**src/rtl/dis_frame_reader.sv**
```systemverilog
// Display readout stage: streams one QCIF 4:2:0 frame (Y, Cb, Cr) from the sync-read
// frame RAM as a valid/ready word stream with plane/line/frame framing.
module dis_frame_reader #(
  parameter int unsigned ADDR_W  = 14,
  parameter int unsigned Y_WPL   = 44,
  parameter int unsigned Y_LINES = 144,
  parameter int unsigned C_WPL   = 22,
  parameter int unsigned C_LINES = 72,
  parameter int unsigned CB_BASE = 6336,
  parameter int unsigned CR_BASE = 7920
) (
  input  logic              clk,
  input  logic              reset,
  input  logic              start,
  output logic              ext_frame_RAM0_cs_n,
  output logic              ext_frame_RAM0_wr,
  output logic [ADDR_W-1:0] ext_frame_RAM0_addr,
  input  logic [31:0]       ext_frame_RAM0_data,
  output logic [31:0]       pix_data,
  output logic [1:0]        pix_plane,
  output logic              pix_sol,
  output logic              pix_eol,
  output logic              pix_eof,
  output logic              pix_valid,
  input  logic              pix_ready,
  output logic              busy,
  output logic              frame_done
);

  // Cr plane is the same size as Cb, so the final word sits one Cb-plane past CR_BASE.
  localparam int unsigned LAST_ADDR = CR_BASE + (CR_BASE - CB_BASE) - 1;

  typedef enum logic [1:0] {IDLE, READ, DRAIN} state_t;

  typedef struct packed {
    logic [1:0] plane;
    logic       sol;
    logic       eol;
    logic       eof;
  } side_t;

  typedef struct packed {
    logic [31:0] data;
    side_t       side;
  } entry_t;

  state_t              state_q, state_d;
  logic [ADDR_W-1:0]   addr_q, addr_d;
  logic [1:0]          plane_q, plane_d;
  logic [5:0]          word_q, word_d;
  logic [7:0]          line_q, line_d;
  logic                infl_q, infl_d;
  side_t               infl_side_q, infl_side_d;
  entry_t              buf0_q, buf0_d, buf1_q, buf1_d;
  logic [1:0]          occ_q, occ_d;
  logic                done_q, done_d;

  logic                pop, issue;
  logic [5:0]          wpl_m1;
  logic [7:0]          lines_m1;
  side_t               issue_side;
  entry_t              push_e;

  assign pix_valid = (occ_q != 2'd0);
  assign pop       = pix_valid & pix_ready;

  // Credit rule: buffered + in-flight words, minus this cycle's pop, must leave room for one more.
  assign issue = (state_q == READ) &&
                 (({1'b0, occ_q} + {2'b00, infl_q}) < (3'd2 + {2'b00, pop}));

  assign wpl_m1   = (plane_q == 2'd0) ? 6'(Y_WPL - 1)   : 6'(C_WPL - 1);
  assign lines_m1 = (plane_q == 2'd0) ? 8'(Y_LINES - 1) : 8'(C_LINES - 1);

  assign issue_side = '{plane: plane_q,
                        sol:   (word_q == 6'd0),
                        eol:   (word_q == wpl_m1),
                        eof:   (addr_q == ADDR_W'(LAST_ADDR))};
  assign push_e     = '{data: ext_frame_RAM0_data, side: infl_side_q};

  // NOTE: every always_comb output gets its default first so no path can infer a latch.
  always_comb begin
    state_d     = state_q;
    addr_d      = addr_q;
    plane_d     = plane_q;
    word_d      = word_q;
    line_d      = line_q;
    infl_d      = issue;
    infl_side_d = issue ? issue_side : infl_side_q;
    buf0_d      = buf0_q;
    buf1_d      = buf1_q;
    occ_d       = occ_q;
    done_d      = pop & buf0_q.side.eof;

    unique case (state_q)
      IDLE: if (start) begin
        state_d = READ;
        addr_d  = '0;
        plane_d = 2'd0;
        word_d  = 6'd0;
        line_d  = 8'd0;
      end
      READ: if (issue) begin
        addr_d = addr_q + 1'b1;
        if (issue_side.eof) state_d = DRAIN;
        if (word_q == wpl_m1) begin
          word_d = 6'd0;
          if (line_q == lines_m1) begin
            line_d = 8'd0;
            if (plane_q != 2'd2) plane_d = plane_q + 2'd1;
          end else begin
            line_d = line_q + 8'd1;
          end
        end else begin
          word_d = word_q + 6'd1;
        end
      end
      DRAIN: if (pop && buf0_q.side.eof) state_d = IDLE;
      default: state_d = IDLE;
    endcase

    // Two-entry shift FIFO: the head is always buf0, the RAM word arriving this cycle is the push.
    unique case ({infl_q, pop})
      2'b01: begin
        buf0_d = buf1_q;
        occ_d  = occ_q - 2'd1;
      end
      2'b10: begin
        if (occ_q == 2'd0) buf0_d = push_e;
        else               buf1_d = push_e;
        occ_d = occ_q + 2'd1;
      end
      2'b11: begin
        if (occ_q == 2'd1) begin
          buf0_d = push_e;
        end else begin
          buf0_d = buf1_q;
          buf1_d = push_e;
        end
      end
      default: ;
    endcase
  end

  // NOTE: sequential state uses non-blocking assignments so all registers update together at the edge.
  always_ff @(posedge clk) begin
    if (reset) begin
      state_q     <= IDLE;
      addr_q      <= '0;
      plane_q     <= 2'd0;
      word_q      <= 6'd0;
      line_q      <= 8'd0;
      infl_q      <= 1'b0;
      infl_side_q <= '0;
      // NOTE: the skid entries are reset because pix_data and its flags must read 0 out of reset.
      buf0_q      <= '0;
      buf1_q      <= '0;
      occ_q       <= 2'd0;
      done_q      <= 1'b0;
    end else begin
      state_q     <= state_d;
      addr_q      <= addr_d;
      plane_q     <= plane_d;
      word_q      <= word_d;
      line_q      <= line_d;
      infl_q      <= infl_d;
      infl_side_q <= infl_side_d;
      buf0_q      <= buf0_d;
      buf1_q      <= buf1_d;
      occ_q       <= occ_d;
      done_q      <= done_d;
    end
  end

  assign ext_frame_RAM0_cs_n = ~issue;
  assign ext_frame_RAM0_wr   = 1'b0;
  assign ext_frame_RAM0_addr = addr_q;
  assign pix_data            = buf0_q.data;
  assign pix_plane           = buf0_q.side.plane;
  assign pix_sol             = buf0_q.side.sol;
  assign pix_eol             = buf0_q.side.eol;
  assign pix_eof             = buf0_q.side.eof;
  assign busy                = (state_q != IDLE);
  assign frame_done          = done_q;

endmodule

```
**config.mk**
```make
export PLATFORM = sky130hd
export DESIGN_NAME = dis_frame_reader
export DESIGN_NICKNAME = d
export VERILOG_FILES = /design/src/rtl/dis_frame_reader.sv
export SDC_FILE = /design/constraint.sdc
export NUM_CORES = 1
export LEC_CHECK = 0
export ABC_AREA = 1
export CAP_MARGIN = 30
export CORE_UTILIZATION = 41
export DETAILED_ROUTE_END_ITERATION = 16
export GPL_TIMING_DRIVEN = 0
export PLACE_DENSITY_LB_ADDON = 0.12
export RECOVER_POWER = 25
export SLEW_MARGIN = 20
export SYNTH_ARGS = -nofsm -noshare
export SYNTH_HDL_FRONTEND = slang
export SYNTH_SLANG_ARGS = --single-unit
```
**constraint.sdc**
```tcl
create_clock -name clk -period 3.8 [get_ports clk]
set_clock_uncertainty 0.1 [all_clocks]
set_input_delay 0.95 -clock clk [delete_from_list [all_inputs] [get_ports clk]]
set_output_delay 0.95 -clock clk [all_outputs]
set_load 0.02 [all_outputs]
```
Yosys cells after proc, flatten, opt, wreduce, memory -nomap -nowiden
Index checks and enable logic that the tools add are counted.
Cells by class
  $add $sub $neg: 8
  magnitude comparators: 1
  equality and inequality tests: 20
  multiplexer cells: 32
  bitwise gates (word level): 3
  reduce and logical (&&, ||, !) cells: 18
Operator list (count)
  $mux 37: 4
  $pmux 37 s3: 1
  $pmux 37 s2: 1
  $mux 8: 5
  $mux 14: 2
  $pmux 14 s2: 1
  $mux 6: 4
  $mux 2: 9
  $ne 2x2->1 const B: 9
  $pmux 8 s2: 1
  $add 14x1->14 const B: 1
  $eq 14x14->1 const B: 1
  $pmux 6 s2: 1
  $reduce_bool 2->1: 5
  $add 8x1->8 const B: 1
  $eq 8x8->1: 1
  $pmux 2 s2: 2
  $reduce_and 4->1: 2
  $add 6x1->6 const B: 1
  $eq 2x1->1 const B: 3
  $eq 2x2->1 const B: 3
  $eq 6x6->1: 1
  $logic_not 2->1: 3
  $logic_not 6->1: 1
  other kinds (14): 19
Storage, ports and cells
  register bits after elaboration: 115
  input bits: 36

Logic depth before layout (Yosys ltp)
  depth in word-level cells: 7
  depth in mapped cells: 13
  mapped depth without buffers: 13

Worst setup path before layout
Ideal clock, no wire load.
  kind: input-to-output
  from: in pix_ready
  to: out ext_frame_RAM0_cs_n
  data arrival time: 1422 ps
  data required time: 2750 ps
  path slack: 1328 ps
  stages: 4
  path buffers: 1
  path through: nand2_2 > o21ai_2 > nand3_2 > buf_2
Between the ends
  cells in the longest elaborated chain, start to end: 5
RTL lines
  start, declared: line 25  | input logic pix_ready,
  $and 1x1->1: line 65  | assign pop = pix_valid & pix_ready;
  $add 2x1->3: line 69  | (({1'b0, occ_q} + {2'b00, infl_q}) < (3'd2 + {2'b00, pop}));
  $lt 3x3->1: line 69
  $logic_and 1x1->1: line 68  | assign issue = (state_q == READ) &&
  $not 1->1: line 174  | assign ext_frame_RAM0_cs_n = ~issue;
  end, declared: line 15  | output logic ext_frame_RAM0_cs_n,
No other way between the ends.

Worst setup path in the final report
Ends and elaborated chain as after synthesis.

==> flow_metrics.env <==
export IMPL_status="completed"
export IMPL_synth_nets=799
export IMPL_place_port_buffers=90
export IMPL_ys_ff_latch=115
export IMPL_yosysWarningCount=0
export IMPL_timing_critical_path_mode_cell="clkdlybuf4s50_1"
export IMPL_finalCoreUtilization_pct=55.1
export IMPL_die_h_um=119
export IMPL_critical_path_startpoint_type="input pin"
export IMPL_maximum_capacitance_violations=0
export IMPL_hp_class="reg -> reg"
export IMPL_power_clock_fraction_pct=29.4
export IMPL_rsz0062_at_grt="false"
export IMPL_reg2reg_setup_slack_ns=1.08
export IMPL_layout_cells_sized_above_1_pct=10.7
export IMPL_initial_core_util_pct=42.1
export IMPL_die_area_um2=14100
export IMPL_nFillCells=1272
export IMPL_clk_insertion_delay_late_ns=0.42
export IMPL_worst_r2r_endpoint="plane_q[1]"
export IMPL_htree_levels=4
export IMPL_timing_final_max_slew_violations=0
export IMPL_cts_tree="built"
export IMPL_switching_share_pct=37.0
export IMPL_grt_antenna_before_repair=0
export IMPL_setup_total_negative_slack_ns=0
export IMPL_final_hold_viols=0
export IMPL_hold_path_end="buf1_q[15]"
export IMPL_vias_per_cell=4.93
export IMPL_post_synthesis_sequential_area_ratio_pct=41.3
export IMPL_hold_buffers=0
export IMPL_layoutNonFillerInstCount=1049
export IMPL_maxSlewHeadroom_pct=59.7
export IMPL_hold_path_startpoint="buf1_q[15]"
export IMPL_nets=908
export IMPL_power_switching_w=0.00215
export IMPL_syn_avg_cell_area_um2=7.43
export IMPL_setup_worst_path_end_class="output port"
export IMPL_path_delay_family="buffers and inverters"
export IMPL_maxClockFrequency_mhz=276
export IMPL_grt_remaining_overflow=0
export IMPL_period_needed_ns=3.63
export IMPL_power_sequential_fraction_pct=30.5
export IMPL_power_combinational_fraction_pct=40.1
export IMPL_crit_type="in -> out"
export IMPL_holdWs_ns=0.352
export IMPL_arrival_ns=2.58
export IMPL_syn_to_final_growth_pct=30.8
export IMPL_track_usage_pct=21.5
export IMPL_drt_first_iter_violations=242
export IMPL_worstRegToRegCells=12
export IMPL_fp_coreArea_um2=13200
export IMPL_ctsRootBufferMaster="clkbuf_16"
export IMPL_reg2reg_from="occ_q[0]"
export IMPL_antenna_diode_count=0
export IMPL_cellInternalPower_w=0.00365
export IMPL_tritoncts_num_buffers=17
export IMPL_grt_start_max_net_pins=17
export IMPL_leakagePower_nw=3.13
export IMPL_worst_ep_required_time_ns=2.75
export IMPL_drc=0
export IMPL_critPathSlowestCell="clkdlybuf4s50_1"
export IMPL_cts_setup_buffers=0
export IMPL_tritoncts_num_sinks=115
export IMPL_finalCritPeriodShare_pct=95.5
export IMPL_gp_congestion=0.839
export IMPL_critPathBufInv=3
export IMPL_grt_pass1_wl_um=24300
export IMPL_vias=5172
export IMPL_ctsLongestPathBuffers=2
export IMPL_max_slew_worst_pin_slew_ns=0.605
export IMPL_synth_lib_cells_used_distinct=35
export IMPL_cts_repair_resize_count=0
export IMPL_vias_in_the_first_global_route=5119
export IMPL_placed_cells_incl_taps=1017
export IMPL_drt_wirelength_per_cell_um=13.5
export IMPL_io_pins=92
export IMPL_drtPass1Iterations=5
export IMPL_timing_hold_worst_path_depth=2
export IMPL_report_final_setup_viol=0
export IMPL_power_density_of_the_placed_cells_nw_per_um2=795
export IMPL_max_vdd_ir_drop_uv=285
export IMPL_syn_cell_area_um2=5580
export IMPL_hpwl_um=10200
export IMPL_path_max_fanout=10
export IMPL_die_width_um=119
export IMPL_synthCells=751
export IMPL_wirelength_um=14100
export IMPL_cts_reportedPaths_clkPinSlew_ns=0.05
export IMPL_cp_cell_sequence="clkdlybuf4s50_1 -> nand2_1 -> o21ai_2 -> nand3_1 -> buf_2 -> clkdlybuf4s50_1"
export IMPL_critical_path_max_stage_delay_ns=0.56
export IMPL_core_rowCount=42
export IMPL_drtAntennaViolNets=0
-- cell usage in the layout, fill, tap and decap left out, types with 4 or more instances in the layout --
cell type,Yosys,routed
a21oi_1,38,38
a21oi_2,24,24
buf_2,8,7
buf_4,8,8
buf_6,8,4
bufinv_16,0,4
clkbuf_1,14,22
clkbuf_16,0,17
clkbuf_8,0,4
clkdlybuf4s50_1,0,87
clkinv_2,0,5
dfxtp_1,115,115
ha_1,12,12
inv_1,158,160
nand2_1,80,81
nand3_1,20,21
nand4_1,14,14
nor2_1,82,82
nor3_1,5,5
nor3_2,5,5
o21ai_0,36,36
o21ai_1,57,57
o221ai_1,37,37
xor2_1,4,4
-- cells in the mapped netlist --
library cell,n,share of area (%)
inv_1,158,11
dfxtp_1,115,41
nor2_1,82,5.5
nand2_1,80,5.4
o21ai_1,57,5.1
a21oi_1,38,3.4
o221ai_1,37,5.8
o21ai_0,36,3.2
a21oi_2,24,3.8
nand3_1,20,1.8
clkbuf_1,14,0.94
nand4_1,14,1.6
ha_1,12,2.7
buf_2,8,0.72
buf_4,8,1.1
buf_6,8,1.6
nor3_1,5,0.45
nor3_2,5,0.90
inv_2,4,0.27
nand2_2,4,0.45
xor2_1,4,0.63
nand3_2,3,0.54
buf_1,2,0.13
nor2_2,2,0.22
a21oi_4,1,0.29
and2_0,1,0.11
and3_1,1,0.11
conb_1,1,0.067
nand3b_2,1,0.20
nor2_4,1,0.20
o211ai_1,1,0.13
o21ai_2,1,0.16
o21ai_4,1,0.29
or2_1,1,0.11
xnor2_1,1,0.16
-- logic make-up after synthesis --
kind of cell,share of synthesized area (%)
simple gates,17.6
buf+inv,15.4
compound gates,22.2
flops,41.3
fa+ha+maj,2.69
xor+xnor,0.785
other cells,0.0672
-- worst max-delay path by stage --
stage                          from                   to  slack, ns  depth (start not counted)
after floorplan           pix_ready  ext_frame_RAM0_cs_n       1.33                          4
after global placement    pix_ready  ext_frame_RAM0_cs_n       0.21                          6
after detailed placement  pix_ready  ext_frame_RAM0_cs_n       0.22                          6
after CTS                 pix_ready  ext_frame_RAM0_cs_n       0.21                          6
after global routing      pix_ready  ext_frame_RAM0_cs_n       0.09                          6
final                     pix_ready  ext_frame_RAM0_cs_n       0.17                          6
-- sequential cells by signal, indices dropped and copies added, names as in the netlist, 5 cells and up --
signal,cells
line_q,8
ext_frame_RAM0_addr,14
buf1_q,37
infl_side_q,5
pix_data,32
word_q,6
-- power groups by stage --
stage	clock (W)	combinational [W]	sequential (W)
after floorplan	0	0.00136	0.00197
after global placement	0	0.00234	0.00178
after detailed placement	0	0.00238	0.00179
after CTS	0.00173	0.00239	0.00177
after global routing	0.00181	0.00258	0.00181
final	0.00171	0.00233	0.00177
-- metal layers --
| layer | GRT usage [%] | routed length, µm | share of wire, % | vias to the layer above |
|---|---|---|---|---|
| li1 | - | - | - | 2647 |
| met1 | 26.6 | 6470 | 46 | 2386 |
| met2 | 35.7 | 6720 | 48 | 121 |
| met3 | 5.36 | 683 | 4.8 | 18 |
| met4 | 8.47 | 238 | 1.7 | 0 |
| met5 | 0 | 0 | 0 | - |
-- per-stage QoR --
step / setup slack (ns) / total power, W / instance area, µm²
final: 0.172 / 0.00580 / 7300
after global routing: 0.0882 / 0.00620 / 7300
after CTS: 0.214 / 0.00589 / 7330
after detailed placement: 0.220 / 0.00417 / 6700
after global placement: 0.213 / 0.00411 / 6700
after floorplan: 1.33 / 0.00333 / 5580
-- worst reg2reg max path, stage by stage (launching register included) --
cell      delay (ns)
dfxtp_1         0.39
inv_1           0.06
ha_1            0.23
inv_2           0.06
nand2_1         0.11
o21ai_2         0.17
nand3_1         0.12
nand2_2         0.08
clkbuf_1        0.42
clkbuf_1        0.53
nand4_1         0.18
nand2_1         0.09
nor2_1          0.04
-- final cells by class --
type | count | area, µm² | share of cell area (%)
sequential | 115 | 2300 | 31.6
inverter | 162 | 608 | 8.33
clock buffer | 22 | 484 | 6.64
tap | 176 | 220 | 3.02
timing repair buffer | 90 | 901 | 12.3
clock inverter | 10 | 153 | 2.09
multi-input combinational | 434 | 2410 | 33.0
buffer | 40 | 219 | 3.00
No activity file was read; power rests on OpenSTA's default activity.
==> patch (config.mk and constraints unchanged) <==
`C_LINES`: 72 -> 36.
--- a/src/rtl/dis_frame_reader.sv
+++ b/src/rtl/dis_frame_reader.sv
@@ -7,3 +7,3 @@
   parameter int unsigned C_WPL   = 22,
-  parameter int unsigned C_LINES = 72,
+  parameter int unsigned C_LINES = 36,
   parameter int unsigned CB_BASE = 6336,
Check against the original RTL: no difference found for any inputs over 10 cycles, from zero or initial values and one cycle with reset high; that may be too few to reach the edited logic, so the function may still have changed.
==> patch against the original RTL <==
  * Synthesized area shrank 3.1%
  * Count of clock-buffer cells in the layout grew 2
  * Sequential cell count is the same
  * Setup slack gained 0.042 ns
  * First-iteration DRC count grew 47%
  * Design area shrank 3.9%
  * Synthesized cell count shrank 2.0%
  * Utilization is essentially flat
  * Wire length shrank 3.2%
  * Via count shrank 2.0%
  * Power shrank 4.8%
==> patch: results (changes against the original RTL) <==
Port Buffer Count=89 (was 90); DR vias=5070 (was 5172); initial DRC count=355 (was 242); Worst R2R Setup Slack=1.40 ns (was 1.08 ns); Distinct cells, synth=36 (was 35); vias in the first global route=4814 (was 5119); status=finished clean (unchanged); maximum VDD drop=0.369 mV (was 0.285 mV); Post-DP HPWL=9.80 mm (was 10.2 mm); final core occ=55.1% (about the same); R2R Path End=ext_frame_RAM0_addr[11] (was plane_q[1]); critical path arrival=2.54 ns (was 2.58 ns); leakage power=0.00302 µW (was 0.00313 µW); DP Area=6510 µm² (was 6700 µm²); fillers=1252 (was 1272); WHS Endpoint=buf1_q[1] (was buf1_q[15]); global placement routability congestion=0.834 (was 0.839); DRT Wirelength=13.7 mm (was 14.1 mm); P_clk=1470 µW (was 1710 µW); Comb pwr share=41.1% (was 40.1%); DRT met1 WL=6.08 mm (was 6.47 mm); compound-cell area share of the yosys netlist=21.6% (was 22.2%); max incr delay on CP=0.64 ns (was 0.56 ns); met3 routed WL=725 µm (was 683 µm); Worst Hold Launch=buf1_q[1] (was buf1_q[15]); clk root buf=clkbuf_16 (unchanged); met2 Track Usage GR=37.8% (was 35.7%); sequential-to-total area share from yosys stat=42.6% (was 41.3%); Post-Synthesis Net Count=784 (was 799); Total GRT Usage=21.5% (about the same); Slew @ Worst Pin=0.529 ns (was 0.605 ns); met3 usage=5.56% (was 5.36%); Worst path top cell family by delay=buffers and inverters (unchanged); global-route wire length before repair=22.5 mm (was 24.3 mm); reg2reg path depth=11 (was 12); share of layout cells above drive strength 1=7.61% (was 10.7%); dominant cells by area after synthesis=dfxtp_1 (43%), inv_1 (11%), o221ai_1 (6.0%) (was dfxtp_1 (41%), inv_1 (11%), o221ai_1 (5.8%)); P_sw=2080 µW (was 2150 µW); xor/xnor share of the synthesized area=0.648% (was 0.785%)
[patch: cell count changes after synthesis, sizes merged, moves of 3 or more]
cell   change
nor2       -3
nand3      -5
nand4      -6
nor3       +8
nand2      -5
[patch: metrics by stage]
stage          setup slack (ns)  instances  total power (µW)  hold slack (ns)
6_report                  0.214       1026              5520            0.345
5_1_grt                   0.116       1026              5900            0.372
4_1_cts                   0.208       1026              5620            0.348
3_5_place_dp              0.215        997              4130            0.341
3_3_place_gp              0.219        997              4050            0.332
2_1_floorplan              1.39        736              3290            0.324
[patch: cell families (layout without fill, tap and decap cells)]
logic type,count (synthesis),count (layout)
adders and majority gates,12,12
and+or+nand+nor,208,208
xor gates and xnor gates,4,4
other,1,1
DFF,115,115
buffers and inverters,199,317
AOI/OAI and AO/OA,197,197
[patch: area by class of cell]
class	count	share of cell area (%)
multi-input combinational	422	31.8
clock inverter	5	0.749
inverter	160	8.56
timing repair buffer	89	12.7
tap	172	3.07
buffer	39	3.25
clock buffer	24	7.01
sequential	115	32.8
